<file path="src/rtl/mix_mem_arbiter.sv">
// rtl/mix_mem_arbiter.sv - round-robin/lock arbiter for the single-port MIX main memory
// Define MIX_CPU_PRIORITY_EN to let the CPU (requester 0) pre-empt any held lock.
module mix_mem_arbiter #(
  parameter int AW = 12,
  parameter int DW = 31
) (
  input  logic            clk,
  input  logic            reset,
  input  logic [2:0]      req,
  input  logic [2:0]      we,
  input  logic [2:0]      lock,
  input  logic [3*AW-1:0] addr,
  input  logic [3*DW-1:0] wdata,
  output logic [2:0]      ack,
  output logic [DW-1:0]   rdata,
  output logic [1:0]      owner,
  output logic            busy,
  output logic            mem_en,
  output logic            mem_we,
  output logic [AW-1:0]   mem_addr,
  output logic [DW-1:0]   mem_wdata,
  input  logic [DW-1:0]   mem_rdata
);

  typedef enum logic [1:0] {IDLE, ACCESS, RESP} state_t;

  state_t          state_q, state_d;
  logic [2:0]      ack_q, ack_d;
  logic [DW-1:0]   rdata_q, rdata_d;
  logic [1:0]      owner_q, owner_d;
  logic            busy_q, busy_d;
  logic            mem_en_q, mem_en_d;
  logic            mem_we_q, mem_we_d;
  logic [AW-1:0]   mem_addr_q, mem_addr_d;
  logic [DW-1:0]   mem_wdata_q, mem_wdata_d;

  logic [1:0]      win;
  logic [1:0]      cand1, cand2;

  function automatic logic [1:0] next_idx(input logic [1:0] i);
    return (i == 2'd2) ? 2'd0 : i + 2'd1;
  endfunction

  always_comb begin
    cand1 = next_idx(owner_q);
    cand2 = next_idx(cand1);
    win   = owner_q;
`ifdef MIX_CPU_PRIORITY_EN
    if (req[0])                               win = 2'd0;
    else if (lock[owner_q] && req[owner_q])   win = owner_q;
`else
    if (lock[owner_q] && req[owner_q])        win = owner_q;
`endif
    else if (req[cand1])                      win = cand1;
    else if (req[cand2])                      win = cand2;
    else                                      win = owner_q;
  end

  always_comb begin
    state_d     = state_q;
    ack_d       = 3'b000;
    rdata_d     = rdata_q;
    owner_d     = owner_q;
    busy_d      = busy_q;
    mem_en_d    = mem_en_q;
    mem_we_d    = mem_we_q;
    mem_addr_d  = mem_addr_q;
    mem_wdata_d = mem_wdata_q;
    case (state_q)
      IDLE: begin
        busy_d   = 1'b0;
        mem_en_d = 1'b0;
        if (|req) begin
          owner_d     = win;
          busy_d      = 1'b1;
          mem_en_d    = 1'b1;
          mem_we_d    = we[win];
          mem_addr_d  = addr[win*AW +: AW];
          mem_wdata_d = wdata[win*DW +: DW];
          state_d     = ACCESS;
        end
      end
      ACCESS: begin
        mem_en_d = 1'b0;
        ack_d    = 3'b001 << owner_q;
        state_d  = RESP;
      end
      RESP: begin
        busy_d  = 1'b0;
        if (!mem_we_q) rdata_d = mem_rdata;
        state_d = IDLE;
      end
      default: state_d = IDLE;
    endcase
  end

  always_ff @(posedge clk or negedge reset) begin
    if (!reset) begin
      state_q     <= IDLE;
      ack_q       <= 3'b000;
      rdata_q     <= '0;
      owner_q     <= 2'd0;
      busy_q      <= 1'b0;
      mem_en_q    <= 1'b0;
      mem_we_q    <= 1'b0;
      mem_addr_q  <= '0;
      mem_wdata_q <= '0;
    end else begin
      state_q     <= state_d;
      ack_q       <= ack_d;
      rdata_q     <= rdata_d;
      owner_q     <= owner_d;
      busy_q      <= busy_d;
      mem_en_q    <= mem_en_d;
      mem_we_q    <= mem_we_d;
      mem_addr_q  <= mem_addr_d;
      mem_wdata_q <= mem_wdata_d;
    end
  end

  // The RAM only delivers read data in the ack cycle, so it is forwarded then and held afterwards.
  assign rdata     = ((ack_q != 3'b000) && !mem_we_q) ? mem_rdata : rdata_q;
  assign ack       = ack_q;
  assign owner     = owner_q;
  assign busy      = busy_q;
  assign mem_en    = mem_en_q;
  assign mem_we    = mem_we_q;
  assign mem_addr  = mem_addr_q;
  assign mem_wdata = mem_wdata_q;

endmodule

</file>
<file path="config.mk">
export PLATFORM = sky130hd
export DESIGN_NAME = mix_mem_arbiter
export DESIGN_NICKNAME = d
export VERILOG_FILES = /design/src/rtl/mix_mem_arbiter.sv
export SDC_FILE = /design/constraint.sdc
export NUM_CORES = 1
export LEC_CHECK = 0
export ABC_AREA = 1
export CORE_ASPECT_RATIO = 1.4
export CORE_MARGIN = 2
export CORE_UTILIZATION = 45
export CTS_CLUSTER_DIAMETER = 120
export DETAILED_ROUTE_END_ITERATION = 8
export PLACE_DENSITY = 0.95
export SYNTH_ARGS = -nofsm -noshare
export SYNTH_HDL_FRONTEND = slang
export SYNTH_SLANG_ARGS = --single-unit
</file>
<file path="constraint.sdc">
create_clock -name clk -period 5 [get_ports clk]
set_input_delay 0.5 -clock clk [delete_from_list [all_inputs] [get_ports clk]]
set_output_delay 0.5 -clock clk [all_outputs]
set_load 0.01 [all_outputs]
</file>
* After elaboration in Yosys (flattened, before gate mapping)
Cells that the tools add are included.
** Storage, ports and cells
- Register bits :: 84
- Bits of input ports :: 171
- Output and inout port bits :: 82
** Operators by class
- $add $sub $neg :: 2
- Multiply operators :: 2
- $lt $le $gt $ge :: 4
- Eq/ne operators :: 5
- Shifts and indexed selects :: 3
- Mux-type cells :: 22
- Bitwise logic cells :: 1
- Reduce and logical (&&, ||, !) cells :: 10
** Operators with widths (count)
- indexed part select 93 x 8 -> 31 bit :: 1
- indexed part select 36 x 7 -> 12 bit :: 1
- two-way mux 31 bit :: 1
- less-than comparator 2 x 3 -> 1 bit (second input constant) :: 4
- two-way mux 2 bit :: 6
- binary-select mux 1 bit (select 2 bit) :: 5
- multiplier 2 x 5 -> 7 bit (second input constant) :: 1
- == test 2 bit (second input constant) :: 3
- two-way mux 1 bit :: 6
- adder 2 x 1 -> 2 bit (second input constant) :: 2
- multiplier 2 x 2 -> 4 bit (second input constant) :: 1
- case mux 1 bit (2 select lines) :: 2
- case mux 2 bit (2 select lines) :: 1
- AND reduction 2 bit :: 2
- nonzero test 2 bit :: 2
- two-way mux 3 bit :: 1
- nonzero test 3 bit :: 1
- OR reduction 3 bit :: 1
- << shifter 1 x 2 -> 3 bit (first input constant) :: 1
- == test 2 x 1 -> 1 bit (second input constant) :: 1
- logical AND 1 bit :: 2
- logical NOT 2 bit :: 1
- != test 2 bit (second input constant) :: 1
- logical NOT 1 bit :: 1
- inverter 1 bit :: 1

* Depth between registers and ports, before layout
- Depth in word-level cells :: 11
- Mapped depth :: 14

* Worst setup path after synthesis
OpenSTA, ideal clock, no wires.
- Kind :: register -> output
- Start :: register ack_q[1], in the netlist ack[1]
- End :: output rdata[10]
- Arrival time :: 1.482 ns
- Data required time :: 4.500 ns
- Path slack :: 3.018 ns
- Cell stages (with the launch flop) :: 5
- Path buffers :: 1
- Cell sequence :: dfrtp_1 o31ai_1 clkbuf_1 nand2_1 o21ai_0
** On the way
- Longest elaborated chain between the ends :: 3
** RTL lines
- from (decl) :: RTL line 28 : logic [2:0] ack_q, ack_d;
- from (signal assigned) :: RTL line 110 : ack_q <= ack_d;
- nonzero test 3 bit :: RTL line 122 : assign rdata = ((ack_q != 3'b000) && !mem_we_q) ? mem_rdata : rdata_q;
- logical AND 1 bit :: RTL line 122
- two-way mux 31 bit :: RTL line 122
- to (decl) :: RTL line 15 : output logic [DW-1:0] rdata,
Every way passes these cells.

* Worst setup path in the final report
- Start :: input req[0]
- End :: register mem_wdata_q[6], in the netlist mem_wdata[6]
** On the way
- Longest elaborated chain between the ends :: 7
- Elaborated cells on any way between the ends :: 14
- Those cells by class :: 1 x mul; 1 x shift; 9 x mux; 3 x reduce/logical
** RTL lines
- from (decl) :: RTL line 9 : input logic [2:0] req,
- binary-select mux 1 bit (select 2 bit) :: RTL line 55 : else if (req[cand2]) win = cand2;
- two-way mux 1 bit (implied by the code) :: RTL line 55
- two-way mux 2 bit :: RTL line 55
- two-way mux 2 bit :: RTL line 54 : else if (req[cand1]) win = cand1;
- two-way mux 2 bit :: RTL line 52 : if (lock[owner_q] && req[owner_q]) win = owner_q;
- multiplier 2 x 5 -> 7 bit :: RTL line 79 : mem_wdata_d = wdata[win*DW +: DW];
- indexed part select 93 x 8 -> 31 bit :: RTL line 79
- to (signal assigned) :: RTL line 117 : mem_wdata_q <= mem_wdata_d;
- to (decl) :: RTL line 35 : logic [DW-1:0] mem_wdata_q, mem_wdata_d;
Parallel ways exist; a longest one is shown, timed or not. The select of a mux whose other input is x is not followed.
A chain may end at the register's enable or synchronous reset.

==> impl_metrics.json <==
{
  "routed_wl_um": 16200,
  "rsz0062_at_grt": "false",
  "yosys_warnings": 0,
  "power.leakage_uw": 0.00398,
  "yosysSeqAreaShare_pct": 40.0,
  "ant_nets": 0,
  "fin_nets": 1148,
  "postCtsHoldBufs": 0,
  "hp-class": "primary input to async pin",
  "rr_worst_depth": 12,
  "outcome": "finished, final reports clean",
  "drive_above_1_share_pct": 6.62,
  "finalMaxSlewViolations": 0,
  "worstPathRequired_ps": 5230,
  "synth_fp_nets": 931,
  "dieArea_sq_um": 12600,
  "clk_pin_slew_worst_paths_ps": 60,
  "syn-instance-count": 760,
  "worst_slew_pin_slew_ps": 946,
  "rr_startpoint": "owner[1]$_DFFE_PN0P_",
  "crit_path_end_kind": "flop",
  "max-clock-path-buffers": 2,
  "rrSetupSlack_ps": 2210,
  "tns_ps": 0,
  "post-route-min-period_ps": 2820,
  "grt_pass1_vias": 5430,
  "drc": 0,
  "areaGrowthSynthToFinish_pct": 52.8,
  "hold_slack_ps": 108,
  "max_cap_violations": 0,
  "port_buffers": 252,
  "slew_headroom_pct": 36.9,
  "critPathMaxFanout": 49,
  "cts_resized": 0,
  "clock_sinks": 84,
  "synth_area_sq_um": 5260,
  "cts_setup_buffers": 0,
  "syn-mean-instance-area_sq_um": 6.92,
  "dieHeight_um": 132,
  "hold_viol_final": 0,
  "viasPerCell": 5.05,
  "numCtsBuffers": 9,
  "diodes": 0,
  "cts_tree": "built",
  "routabilityCongestion": 0.872,
  "core-area_sq_um": 11400,
  "grt_max_degree": 73,
  "worstSkewPairLatency_ps": 330,
  "max_freq_mhz": 355,
  "pin_count": 253,
  "cts_root_buffer": "clkbuf_16",
  "grt-ovfl-total": 0,
  "die_x_um": 95.4,
  "yosys_register_bits": 84,
  "worstSetupPathType": "primary input to flop",
  "post-route-period-util_pct": 56.4,
  "crit_arrival_ps": 3050,
  "powerDensity_nw_per_um2": 680,
  "grt.total_usage_pct": 25.7,
  "fp-row-count": 46,
  "start_kind": "primary input",
  "htree_levels": 3,
  "start_util_pct": 46.2,
  "clock_skew_ps": 5.17,
  "antenna_found_initial": 0,
  "yosys.cell_types.count": 24,
  "worstReg2RegEnd": "mem_wdata[6]$_DFFE_PN0P_",
  "wl_per_cell_um": 14.4,
  "grt_pass1_wl_um": 25800,
  "ir_worst_vdd_mv": 0.403,
  "dr_total_vias": 5690,
  "drt_iter0_drc": 246,
  "placed_area_sq_um": 7740,
  "final_cell_area_sq_um": 8040,
  "setup_violations": 0,
  "first_pass_iters": 6,
  "dp_hpwl_um": 11700
}
==> logic make-up (layout without fill, tap and decap cells) <==
family                 Yosys count  in the layout  synth area share [%]
flip-flops                      84             84                  40.0
AND/OR/NAND/NOR                423            423                  36.5
AO/OA/AOI/OAI                  110            110                  11.5
buffers and inverters          143            365                  12.0
==> worst max path at each step <==
stage	end	start	cells past startpoint
finish	mem_wdata[6]$_DFFE_PN0P_	req[0]	14
global route	mem_wdata[4]$_DFFE_PN0P_	req[1]	13
CTS	mem_wdata[6]$_DFFE_PN0P_	req[0]	14
detailed placement	mem_wdata[6]$_DFFE_PN0P_	req[0]	14
global placement	mem_wdata[21]$_DFFE_PN0P_	req[0]	14
floorplan	rdata[10]	ack[1]$_DFF_PN0_	4
==> final cells by class <==
cell class	instances	area [sq um]
tap	144	180
inverter	92	353
clock buffer	9	225
timing repair buffer	257	2560
multi-input combinational	533	2550
fill	888	3360
sequential	84	2100
clock inverter	7	76.3
==> synth_stat cells <==
master	number	area [sq um]
nand2_4	2	22.5
nand2_1	254	953
o21a_1	20	150
o21ai_0	64	320
inv_4	3	18.8
o31ai_1	1	7.51
nand3_2	23	230
buf_1	2	7.51
a21oi_1	24	120
nor2_2	1	6.26
nand3_1	104	521
buf_6	6	67.6
nand2_2	8	50.1
nor3_4	1	16.3
inv_1	87	327
dfrtp_1	84	2100
clkbuf_1	21	78.8
inv_2	2	7.51
nor2_1	27	101
buf_4	6	45.0
nor3_1	2	10.0
buf_2	16	80.1
nor2_4	1	11.3
a21boi_0	1	7.51
==> per-stage QoR <==
step	setup slack [ps]	power [uW]	util, %	std cells
after CTS	2150	5510	70.6	1126
after global routing	1810	5950	70.6	1126
after global placement	1880	4710	67.9	1110
after floorplan	3020	3510	-	760
after detailed placement	1820	4820	67.9	1110
final	2180	5470	70.6	1126
==> state kept, by name, indices dropped and copies added, names as in the netlist <==
name and cells:
ack 3, rdata_q 31, mem_addr 12, mem_we 1, state_q 2, owner 2, busy 1, mem_en 1
mem_wdata 31
==> critical path, stage by stage <==
cell and delay (ps):
clkdlybuf4s50_1 490, inv_1 80, nand2_1 70, nand3_1 90, nand2_2 60, nand2_4 100, inv_4 50, nand2_2 40
buf_4 510, nand2_1 600, nand2_1 240, nand2_1 80, nand3_1 70, nand2_1 60
==> power breakdown <==
group | internal (uW) | switching, uW
clock network | 390 | 282
logic | 1520 | 2030
registers | 1030 | 217
total | 2940 | 2530
==> cell usage in the layout (no fill, tap or decap) <==
cell type and count:
inv_1 87, dfrtp_1 84, nor2_2 1, inv_4 3, nor3_1 2, nand2_1 254, clkinvlp_4 2, nor3_4 1
o21ai_0 64, bufinv_16 1, nor2_1 27, buf_4 6, o31ai_4 1, nand2_2 8, clkdlybuf4s50_1 251, clkinv_2 1
clkinv_4 2, inv_2 2, o21a_1 20, nand2_4 2, nand3_2 24, a21oi_1 24, nand3_1 103, inv_6 1
clkbuf_16 9, nor2_4 1, a21boi_0 1
==> per-layer routing <==
layer,vias up,track usage [%],wire (um)
met5,-,0,0
met4,0,12.5,751
met3,53,4.92,1100
met2,225,46.2,8450
met1,2577,28.1,5870
li1,2835,-,-
No activity file was read; power rests on OpenSTA's default activity.
